$ cat src/rtl/bsg_gateway_link_test_sequencer_pkg.sv
// Shared types and chip-level constants for the gateway link loopback test sequencer.
package bsg_gateway_test_pkg;

  localparam int io_ct_num_in_gp      = 1;
  localparam int gw_test_num_nodes_gp = 4*io_ct_num_in_gp + 16;

  typedef enum logic [2:0] {
    IDLE,
    SETTLE,
    RUN,
    DRAIN,
    CHECK,
    DONE
  } bsg_gw_seq_state_e;

  typedef enum logic [2:0] {
    FAIL_NONE        = 3'd0,
    FAIL_NODE_ERROR  = 3'd1,
    FAIL_MISMATCH    = 3'd2,
    FAIL_NO_TRAFFIC  = 3'd3,
    FAIL_ABORTED     = 3'd4
  } bsg_gw_fail_code_e;

  // Index width that stays at least one bit for a single-node build.
  function automatic int safe_clog2(input int n);
    return (n > 1) ? $clog2(n) : 1;
  endfunction

endpackage

$ cat src/rtl/bsg_gateway_link_test_sequencer_if.sv
// Bus between the sequencer and the flattened set of loopback test nodes.
interface bsg_gateway_link_test_sequencer_if #(
  parameter int num_nodes_p   = 20,
  parameter int count_width_p = 32
);
  logic                                        node_en;
  logic [num_nodes_p-1:0]                      error;
  logic [num_nodes_p-1:0][count_width_p-1:0]   sent;
  logic [num_nodes_p-1:0][count_width_p-1:0]   received;

  modport master (output node_en, input error, input sent, input received);
  modport slave  (input node_en, output error, output sent, output received);
endinterface

$ cat src/rtl/bsg_gateway_node_check.sv
// Selects one node and grades it: error beats mismatch beats no-traffic.
module bsg_gateway_node_check
  import bsg_gateway_test_pkg::*;
#(
  parameter int num_nodes_p   = 20,
  parameter int count_width_p = 32,
  localparam int idx_width_lp = safe_clog2(num_nodes_p)
) (
  input  logic [idx_width_lp-1:0]                  idx_i,
  input  logic [num_nodes_p-1:0]                   error_i,
  input  logic [num_nodes_p-1:0][count_width_p-1:0] sent_i,
  input  logic [num_nodes_p-1:0][count_width_p-1:0] received_i,
  output bsg_gw_fail_code_e                        fail_code_o,
  output logic [count_width_p-1:0]                 sent_o,
  output logic [count_width_p-1:0]                 received_o
);

  logic [num_nodes_p-1:0][2:0] node_code;

  generate
    for (genvar gi = 0; gi < num_nodes_p; gi++) begin : g_node
      assign node_code[gi] = error_i[gi]                   ? FAIL_NODE_ERROR :
                             (sent_i[gi] != received_i[gi]) ? FAIL_MISMATCH   :
                             (sent_i[gi] == '0)             ? FAIL_NO_TRAFFIC :
                                                              FAIL_NONE;
    end
  endgenerate

  always_comb begin
    fail_code_o = FAIL_NONE;
    sent_o      = '0;
    received_o  = '0;
    for (int k = 0; k < num_nodes_p; k++) begin
      if (idx_i == idx_width_lp'(k)) begin
        fail_code_o = bsg_gw_fail_code_e'(node_code[k]);
        sent_o      = sent_i[k];
        received_o  = received_i[k];
      end
    end
  end

endmodule

$ cat src/rtl/bsg_gateway_link_test_sequencer.sv
// Settles, runs and drains every loopback node, then scans each node once and latches pass/fail.
module bsg_gateway_link_test_sequencer
  import bsg_gateway_test_pkg::*;
#(
  parameter int num_nodes_p     = 20,
  parameter int count_width_p   = 32,
  parameter int settle_cycles_p = 64,
  parameter int run_cycles_p    = 5000,
  parameter int drain_cycles_p  = 500,
  parameter int timer_width_p   = 32,
  localparam int idx_width_lp   = safe_clog2(num_nodes_p)
) (
  input  logic                      clk_i,
  input  logic                      reset_n_i,
  input  logic                      start_i,
  input  logic                      abort_i,
  bsg_gateway_link_test_sequencer_if.master nodes,
  output logic                      busy_o,
  output logic                      done_o,
  output logic                      pass_o,
  output logic [idx_width_lp-1:0]   fail_idx_o,
  output logic [2:0]                fail_code_o,
  output logic [count_width_p-1:0]  fail_sent_o,
  output logic [count_width_p-1:0]  fail_received_o,
  output logic [timer_width_p-1:0]  enabled_cycles_o
);

  localparam logic [timer_width_p-1:0] settle_last_lp = timer_width_p'(settle_cycles_p - 1);
  localparam logic [timer_width_p-1:0] run_last_lp    = timer_width_p'(run_cycles_p - 1);
  localparam logic [timer_width_p-1:0] drain_last_lp  = timer_width_p'(drain_cycles_p - 1);
  localparam logic [idx_width_lp-1:0]  idx_last_lp    = idx_width_lp'(num_nodes_p - 1);

  bsg_gw_seq_state_e state_reg, state_next;
  logic [timer_width_p-1:0] timer_reg, timer_next;
  logic [idx_width_lp-1:0]  idx_reg, idx_next;
  logic                     aborted_reg, aborted_next;

  logic node_en_reg, node_en_next;
  logic busy_reg, busy_next;
  logic done_reg, done_next;
  logic pass_reg, pass_next;
  logic [idx_width_lp-1:0]  fail_idx_reg, fail_idx_next;
  bsg_gw_fail_code_e        fail_code_reg, fail_code_next;
  logic [count_width_p-1:0] fail_sent_reg, fail_sent_next;
  logic [count_width_p-1:0] fail_received_reg, fail_received_next;
  logic [timer_width_p-1:0] enabled_reg, enabled_next;

  bsg_gw_fail_code_e        check_code;
  logic [count_width_p-1:0] check_sent, check_received;

  bsg_gateway_node_check #(
    .num_nodes_p  (num_nodes_p),
    .count_width_p(count_width_p)
  ) u_node_check (
    .idx_i      (idx_reg),
    .error_i    (nodes.error),
    .sent_i     (nodes.sent),
    .received_i (nodes.received),
    .fail_code_o(check_code),
    .sent_o     (check_sent),
    .received_o (check_received)
  );

  always_ff @(posedge clk_i) begin
    if (!reset_n_i) begin
      state_reg         <= IDLE;
      timer_reg         <= '0;
      idx_reg           <= '0;
      aborted_reg       <= 1'b0;
      node_en_reg       <= 1'b0;
      busy_reg          <= 1'b0;
      done_reg          <= 1'b0;
      pass_reg          <= 1'b0;
      fail_idx_reg      <= '0;
      fail_code_reg     <= FAIL_NONE;
      fail_sent_reg     <= '0;
      fail_received_reg <= '0;
      enabled_reg       <= '0;
    end else begin
      state_reg         <= state_next;
      timer_reg         <= timer_next;
      idx_reg           <= idx_next;
      aborted_reg       <= aborted_next;
      node_en_reg       <= node_en_next;
      busy_reg          <= busy_next;
      done_reg          <= done_next;
      pass_reg          <= pass_next;
      fail_idx_reg      <= fail_idx_next;
      fail_code_reg     <= fail_code_next;
      fail_sent_reg     <= fail_sent_next;
      fail_received_reg <= fail_received_next;
      enabled_reg       <= enabled_next;
    end
  end

  always_comb begin
    state_next   = state_reg;
    timer_next   = timer_reg;
    idx_next     = idx_reg;
    aborted_next = aborted_reg;
    unique case (state_reg)
      IDLE: begin
        if (start_i) begin
          state_next = SETTLE;
          timer_next = '0;
        end
      end
      SETTLE, RUN: begin
        if (abort_i) begin
          state_next   = DRAIN;
          timer_next   = '0;
          aborted_next = 1'b1;
        end else if (timer_reg == ((state_reg == SETTLE) ? settle_last_lp : run_last_lp)) begin
          state_next = (state_reg == SETTLE) ? RUN : DRAIN;
          timer_next = '0;
        end else begin
          timer_next = timer_reg + timer_width_p'(1);
        end
      end
      DRAIN: begin
        if (timer_reg == drain_last_lp) begin
          state_next = CHECK;
          idx_next   = '0;
        end else begin
          timer_next = timer_reg + timer_width_p'(1);
        end
      end
      CHECK: begin
        if (check_code != FAIL_NONE || idx_reg == idx_last_lp) begin
          state_next = DONE;
        end else begin
          idx_next = idx_reg + idx_width_lp'(1);
        end
      end
      default: ;
    endcase
  end

  // Outputs are computed from the upcoming state so that every one of them is a flop.
  always_comb begin
    node_en_next       = (state_next == RUN);
    busy_next          = (state_next != IDLE) && (state_next != DONE);
    done_next          = (state_next == DONE);
    pass_next          = pass_reg;
    fail_idx_next      = fail_idx_reg;
    fail_code_next     = fail_code_reg;
    fail_sent_next     = fail_sent_reg;
    fail_received_next = fail_received_reg;
    enabled_next       = enabled_reg;
    if (state_reg == RUN) begin
      enabled_next = enabled_reg + timer_width_p'(1);
    end
    if (state_reg == CHECK) begin
      if (check_code != FAIL_NONE) begin
        pass_next          = 1'b0;
        fail_idx_next      = idx_reg;
        fail_code_next     = check_code;
        fail_sent_next     = check_sent;
        fail_received_next = check_received;
      end else if (idx_reg == idx_last_lp) begin
        pass_next      = !aborted_reg;
        fail_idx_next  = '0;
        fail_code_next = aborted_reg ? FAIL_ABORTED : FAIL_NONE;
      end
    end
  end

  assign nodes.node_en    = node_en_reg;
  assign busy_o           = busy_reg;
  assign done_o           = done_reg;
  assign pass_o           = pass_reg;
  assign fail_idx_o       = fail_idx_reg;
  assign fail_code_o      = fail_code_reg;
  assign fail_sent_o      = fail_sent_reg;
  assign fail_received_o  = fail_received_reg;
  assign enabled_cycles_o = enabled_reg;

endmodule
$ cat src/flat_wrapper.sv
// flat-port wrapper written by rule: the top's interface ports become plain ports
module bsg_gateway_link_test_sequencer_flat import bsg_gateway_test_pkg::*;
#(
  parameter int num_nodes_p     = 20,
  parameter int count_width_p   = 32,
  parameter int settle_cycles_p = 64,
  parameter int run_cycles_p    = 5000,
  parameter int drain_cycles_p  = 500,
  parameter int timer_width_p   = 32,
  localparam int idx_width_lp   = safe_clog2(num_nodes_p)
)
  (clk_i, reset_n_i, start_i, abort_i, busy_o, done_o, pass_o, fail_idx_o, fail_code_o, fail_sent_o, fail_received_o, enabled_cycles_o, nodes_node_en, nodes_error, nodes_sent, nodes_received);
  bsg_gateway_link_test_sequencer_if #(.num_nodes_p(num_nodes_p), .count_width_p(count_width_p)) nodes_i ();
  input  logic clk_i;
  input  logic reset_n_i;
  input  logic start_i;
  input  logic abort_i;
  output logic busy_o;
  output logic done_o;
  output logic pass_o;
  output logic [idx_width_lp-1:0] fail_idx_o;
  output logic [2:0] fail_code_o;
  output logic [count_width_p-1:0] fail_sent_o;
  output logic [count_width_p-1:0] fail_received_o;
  output logic [timer_width_p-1:0] enabled_cycles_o;
  output wire logic [$bits(nodes_i.node_en)-1:0] nodes_node_en;
  input wire logic [$bits(nodes_i.error)-1:0] nodes_error;
  input wire logic [$bits(nodes_i.sent)-1:0] nodes_sent;
  input wire logic [$bits(nodes_i.received)-1:0] nodes_received;
  assign nodes_node_en = nodes_i.node_en;
  assign nodes_i.error = nodes_error;
  assign nodes_i.sent = nodes_sent;
  assign nodes_i.received = nodes_received;
  bsg_gateway_link_test_sequencer #(.num_nodes_p(num_nodes_p), .count_width_p(count_width_p), .settle_cycles_p(settle_cycles_p), .run_cycles_p(run_cycles_p), .drain_cycles_p(drain_cycles_p), .timer_width_p(timer_width_p)) u_core (.clk_i(clk_i), .reset_n_i(reset_n_i), .start_i(start_i), .abort_i(abort_i), .nodes(nodes_i), .busy_o(busy_o), .done_o(done_o), .pass_o(pass_o), .fail_idx_o(fail_idx_o), .fail_code_o(fail_code_o), .fail_sent_o(fail_sent_o), .fail_received_o(fail_received_o), .enabled_cycles_o(enabled_cycles_o));
endmodule
$ cat config.mk
export PLATFORM = sky130hd
export DESIGN_NAME = bsg_gateway_link_test_sequencer_flat
export DESIGN_NICKNAME = d
export VERILOG_FILES = /design/src/rtl/bsg_gateway_link_test_sequencer_pkg.sv /design/src/rtl/bsg_gateway_link_test_sequencer_if.sv /design/src/rtl/bsg_gateway_node_check.sv /design/src/rtl/bsg_gateway_link_test_sequencer.sv /design/src/flat_wrapper.sv
export SDC_FILE = /design/constraint.sdc
export NUM_CORES = 1
export LEC_CHECK = 0
export ABC_AREA = 1
export CORE_AREA = 2 2 557 559
export DETAILED_ROUTE_END_ITERATION = 10
export DIE_AREA = 0 0 559 561
export HOLD_SLACK_MARGIN = 0.05
export PLACE_DENSITY = 0.3
export SETUP_SLACK_MARGIN = 0.4
export SLEW_MARGIN = 40
export SYNTH_ARGS = -nofsm -noshare
export SYNTH_HDL_FRONTEND = slang
export SYNTH_SLANG_ARGS = --single-unit
$ cat constraint.sdc
create_clock -name clk_i -period 7.9 [get_ports clk_i]
set_input_delay 1.58 -clock clk_i [delete_from_list [all_inputs] [get_ports clk_i]]
set_output_delay 1.58 -clock clk_i [all_outputs]
set_load 0.02 [all_outputs]
Word level (Yosys, flattened, before mapping)
Index checks and enable logic that the tools add are counted.
{ "op_classes": {"add_sub_neg": 3, "eq_ne": 52, "muxes": 143, "n_reduce_logical": 36} }
{ "op_table": {"columns": ["cell", "n"], "rows": [
  ["two-way mux 32 bit", 44],
  ["zero test 32 bit", 20],
  ["inequality test 32 bit", 20],
  ["two-way mux 2 bit", 61],
  ["one-hot mux 32 bit (3 select lines)", 1],
  ["two-way mux 3 bit", 27],
  ["adder 32 x 1 -> 32 bit (second input constant)", 2],
  ["== test 5 x 4 -> 1 bit (second input constant)", 8],
  ["== test 32 bit", 1],
  ["== test 32 x 9 -> 1 bit (second input constant)", 1],
  ["== test 5 x 3 -> 1 bit (second input constant)", 4],
  ["== test 5 bit (second input constant)", 4],
  ["two-way mux 5 bit", 4],
  ["two-way mux 13 bit", 1],
  ["one-hot mux 3 bit (4 select lines)", 1],
  ["== test 5 x 2 -> 1 bit (second input constant)", 2],
  ["one-hot mux 5 bit (2 select lines)", 1],
  ["== test 3 x 2 -> 1 bit (second input constant)", 3],
  ["nonzero test 3 bit", 3],
  ["== test 3 bit (second input constant)", 2],
  ["inequality test 2 bit (second input constant)", 3],
  ["AND reduction 2 bit", 3],
  ["AND reduction 3 bit", 2],
  ["adder 5 x 1 -> 5 bit (second input constant)", 1],
  ["other kinds (12)", 15]
]} }
{ "totals": {"reg_bits": 149, "input_bits": 1304, "output_inout_bits": 108, "elab_cells": 247} }

Logic depth before layout (Yosys ltp)
{ "logic_depth": {"depth_word": 30, "mapped_depth": 46, "ltp_nobuf": 44} }

By module
From an unflattened synthesis, not the netlist that was laid out.
{ "unflattened": {"cells_unflattened": 5170, "hier_area_um2": 27430.1} }
{ "by_module_without_submodules": {"columns": ["module", "instances", "cells_each", "area_per_inst_um2", "seq_area_each_um2"], "rows": [
  ["bsg_gateway_node_check", 1, 4120, 20259.4, 0.0],
  ["bsg_gateway_link_test_sequencer", 1, 1050, 7170.6, 2982.9]
]} }

Worst setup path after synthesis
OpenSTA, ideal clock, no wires.
{ "synth_timing": {"kind": "input to register", "from": "input port nodes_sent[229]", "to": "register u_core.fail_received_reg[0], in the netlist u_core.fail_received_o[0]", "setup_ns": 0.119, "arrival_ns": 4.419, "required_ns": 7.781, "path_slack_ns": 3.362, "stages": 34, "n_path_buf": 2, "cell_sequence": "inv_1 -> or2_1 -> nand3_1 -> or4_1 -> nor4b_2 -> nand3b_1 -> nand2_1 -> nand3_1 -> nand2_1 -> nand2_1 -> nand2_1 -> nand2_1 -> nand2_1 -> nand3_1 -> nand2_1 -> nand2_1 -> nand2_1 -> nand2_1 -> nand2_1 -> nand2_1 -> nand2_1 -> nand2_1 -> nand2_1 -> nand2_1 -> nand2_1 -> nand2_1 -> a21boi_2 -> nand2_1 -> nand2_1 -> inv_2 -> buf_6 -> buf_6 -> o21ai_1 -> a21oi_1"} }
{ "synth_between": {"elab_chain_len": 19, "word_cells_on_any_way": 20, "classes_between": "eq/ne: 1; mux: 16; reduce/logical: 3"} }
{ "synth_rtl": {"columns": ["element", "line_no", "text"], "rows": [
  ["from (decl)", "flat_wrapper.sv:28", "input wire logic [$bits(nodes_i.sent)-1:0] nodes_sent;"],
  ["zero test 32 bit", "bsg_gateway_node_check.sv:24", "(sent_i[gi] == '0) ? FAIL_NO_TRAFFIC :"],
  ["two-way mux 2 bit", "bsg_gateway_node_check.sv:24", null],
  ["two-way mux 2 bit (*)", "bsg_gateway_node_check.sv:23", "(sent_i[gi] != received_i[gi]) ? FAIL_MISMATCH :"],
  ["two-way mux 2 bit (*)", "bsg_gateway_node_check.sv:22", "assign node_code[gi] = error_i[gi] ? FAIL_NODE_ERROR :"],
  ["two-way mux 3 bit (*) (13 in a row)", "bsg_gateway_node_check.sv:34", "if (idx_i == idx_width_lp'(k)) begin"],
  ["nonzero test 3 bit (*)", "bsg_gateway_link_test_sequencer.sv:154", "if (check_code != FAIL_NONE) begin"],
  ["AND reduction 2 bit (no line) (*)", null, null],
  ["to (signal assigned)", "bsg_gateway_link_test_sequencer.sv:91", "fail_received_reg <= fail_received_next;"],
  ["to (decl)", "bsg_gateway_link_test_sequencer.sv:45", "logic [count_width_p-1:0] fail_received_reg, fail_received_next;"]
]} }
Mark *: on every way between the ends. The rest lies on a longest branch, timed or not.
A chain may end at the register's enable or synchronous reset.

Final worst setup path
{ "layout_timing": {"from": "register u_core.idx_reg[0]", "to": "register u_core.fail_received_reg[14], in the netlist u_core.fail_received_o[14]"} }
{ "layout_between": {"elab_chain_len": 23, "word_cells_on_any_way": 62, "classes_between": "eq/ne: 19; mux: 40; reduce/logical: 3"} }
{ "layout_rtl": {"columns": ["element", "line_no", "text"], "rows": [
  ["from (decl)", "bsg_gateway_link_test_sequencer.sv:35", "logic [idx_width_lp-1:0] idx_reg, idx_next;"],
  ["from (signal assigned)", "bsg_gateway_link_test_sequencer.sv:82", "idx_reg <= idx_next;"],
  ["zero test 5 bit", "bsg_gateway_node_check.sv:34", null],
  ["two-way mux 2 bit", "bsg_gateway_node_check.sv:34", null],
  ["two-way mux 3 bit (19 in a row)", "bsg_gateway_node_check.sv:34", null],
  ["nonzero test 3 bit", "bsg_gateway_link_test_sequencer.sv:154", null],
  ["AND reduction 2 bit (no line)", null, null]
]} }
Several ways; a longest one is shown, not always the timed one.

==> impl_metrics.py <==
metrics = {
    "pwr": {
        "peakVddDrop_mv": 0.157,
        "leakage_nw": 17.0,
        "internal_power_w": 0.00217,
        "combPwrFrac": 0.570,
        "pwr-share-seq": 0.200,
        "pwr-share-clk": 0.230,
        "swShare": 0.428,
        "p_switching_w": 0.00163,
        "p_per_area_mw_per_mm2": 78.6,
    },
    "setup_path": {
        "crit_path_top_delay_cell": "nand3_1",
        "cp-startpoint": "u_core.idx_reg[0]",
        "cp_data_arrival_time_ns": 7.12,
        "worstPathRequired_ns": 8.24,
        "r2r_start": "u_core.idx_reg[0]",
        "crit_path_end_kind": "flop",
        "crit_fanout": 24,
        "crit_path_start_kind": "flop",
        "setup.worst_path.class": "reg -> reg",
        "max_stage_delay_ns": 0.52,
    },
    "floorplanning": {
        "ios": 1412,
        "die_area_mm2": 0.314,
        "initial_core_util": 0.0907,
        "num_rows": 204,
        "core_mm2": 0.308,
        "die_width_um": 559,
        "die_y_um": 561,
    },
    "drt": {
        "routed_wl_mm": 411,
        "drt_first_pass_iters": 8,
        "viasPerCell": 4.22,
        "drc": 0,
        "first_iter_violations": 3641,
        "ant_nets": 0,
        "vias": 44500,
        "routedWlPerCell_um": 39.0,
    },
    "synthesis": {
        "synth_nets": 6303,
        "ys.flop_type": "dfxtp_1",
        "syn_area_mm2": 0.0279,
        "syn_inst": 4992,
        "synth-seq-cells": 149,
        "synth_edf_count": 0,
        "ys_types": 52,
        "syn-mean-instance-area_um2": 5.59,
        "seq_area_frac_synth": 0.107,
        "async_reset_ff_frac": 0,
        "yosysWarningCount": 0,
    },
    "clocking": {
        "post_cts_buffers": 0,
        "tritoncts": "done",
        "cts-hold-fix-buffers": 0,
        "cts_made_buffers": 17,
        "clockBufferDepth": 2,
        "cts.sink_count": 149,
        "ctsRootBufferMaster": "clkbuf_16",
        "clk_latency_ns": 0.47,
        "clkTransAtPathRegs_ns": 0.07,
        "htree_levels": 4,
        "cts_resized": 0,
    },
    "placed_design": {
        "place_hpwl_mm": 372,
        "port_buffers": 1411,
        "placed_cell_area_mm2": 0.0474,
        "dp_cells": 10400,
        "place.gp.congestion": 1.01,
    },
    "sta": {
        "hold_viol": 0,
        "skew_ns": 0.0160,
        "setup_viol": 0,
        "tns_ns": 0,
        "max_slew_margin": 0.378,
        "finalCritPeriodShare": 0.858,
        "fmax_ghz": 0.147,
        "tightest_slew_ns": 0.929,
        "rsz0062_at_grt": "false",
        "finalCriticalPeriod_ns": 6.78,
        "slew_violations": 0,
    },
    "layout": {
        "layout_common_cells": "clkdlybuf4s50_1, nand2_1, o21ai_0",
        "synthToLayoutAreaGrowth_pct": 73.2,
        "layout_commonest_cell": "clkdlybuf4s50_1",
        "final_cell_area_mm2": 0.0483,
        "drive_gt1_frac": 0.0566,
        "instances_no_fill": 10500,
        "num-nets-final": 7605,
    },
    "global_routing": {
        "grt.total_usage": 0.251,
        "grt_max_degree": 97,
        "grt_overflow": 0,
        "first_global_vias": 44400,
        "antenna_found_initial": 342,
        "grt_pass1_wl_mm": 509,
    },
    "worst_hold_path": {
        "hold_path_startpoint": "u_core.fail_received_o[30]",
        "hold_path.class": "reg -> reg",
    },
    "run_status": {
        "status": "completed",
    },
    "run": {
        "maxCapViolations": 0,
    },
}
-- final cells by class --
type                    count  area (um2)
fillers                 35700      259000
inverters                 501        1890
well taps                4120        5150
clock buffers              19         453
diodes                    121         303
flip-flops and latches    149        2980
multi-input cells        4077       22100
repair buffers           1548       15300
clock inverters             9         131
-- cells by family after synthesis --
family | after synthesis | synth area share
buffers and inverters | 766 | 0.106
xor gates and xnor gates | 410 | 0.129
and+or+nand+nor | 2480 | 0.403
adders and majority gates | 7 | 0.00314
DFF | 149 | 0.107
AOI/OAI and AO/OA | 1180 | 0.252
-- synth_stat cells (all sizes together), types with 6 or more instances --
master / number / area [um2]
nor2: 276 / 1050
and3: 11 / 68.8
or4: 10 / 75.1
a21oi: 239 / 1200
or2: 140 / 876
o21ai: 521 / 2610
nand3: 406 / 2040
nand4: 163 / 1020
a31oi: 22 / 138
inv: 495 / 1860
ha: 7 / 87.6
clkbuf: 204 / 766
clkinv: 6 / 22.5
o311ai: 6 / 52.6
dfxtp: 149 / 2980
nor3: 74 / 370
nor4: 168 / 1050
a211oi: 7 / 52.6
o211ai: 241 / 1810
buf: 61 / 322
xnor2: 368 / 3220
and2: 10 / 62.6
o22ai: 36 / 225
o2111ai: 30 / 263
o221ai: 52 / 455
nand2: 1209 / 4540
xor2: 42 / 368
-- worst paths after layout --
| path | end | slack [ns] | cells past startpoint |
|---|---|---|---|
| hold / removal | u_core.fail_received_o[30] | 0.48 | 2 |
| setup reg to reg | u_core.fail_received_o[14] | 1.12 | 28 |
| hold reg to reg | u_core.fail_received_o[30] | 0.48 | 2 |
| setup / recovery | u_core.fail_received_o[14] | 1.12 | 28 |
-- through the flow --
| stage | power (W) | setup WS [ns] | util | hold slack, ns |
|---|---|---|---|---|
| floorplan | 0.00133 | 3.36 | - | 0.451 |
| global placement | 0.00295 | -0.240 | 0.154 | 0.454 |
| detailed placement | 0.00294 | 0.838 | 0.154 | 0.465 |
| CTS | 0.00384 | 1.00 | 0.156 | 0.477 |
| global route | 0.00392 | 0.799 | 0.157 | 0.496 |
| finish | 0.00380 | 1.12 | 0.157 | 0.481 |
-- routing by layer --
metal | GRT usage | vias to the layer above | share of wire | routed length, um
li1 | - | 20000 | - | -
met1 | 0.244 | 21300 | 0.34 | 139000
met2 | 0.469 | 2316 | 0.52 | 214000
met3 | 0.0670 | 767 | 0.071 | 29000
met4 | 0.154 | 146 | 0.067 | 27600
met5 | 0 | - | 0.0023 | 948
-- worst max-delay path: cells and delay by family (launching register included) --
family | cells | cell delay (ns)
flops | 1 | 0.35
buf+inv | 5 | 1.12
compound gates | 13 | 2.86
fa+ha+maj | 1 | 0.24
simple gates | 9 | 2.05
-- power by group through the flow --
stage	combinational [W]	sequential, W	clock, W
after floorplan	0.000553	0.000777	0
after global placement	0.00217	0.000776	0
after detailed placement	0.00217	0.000776	0
after CTS	0.00218	0.000759	0.000900
after global routing	0.00224	0.000759	0.000926
final	0.00217	0.000759	0.000875
Note: power is estimated with default switching activity, not from simulation.
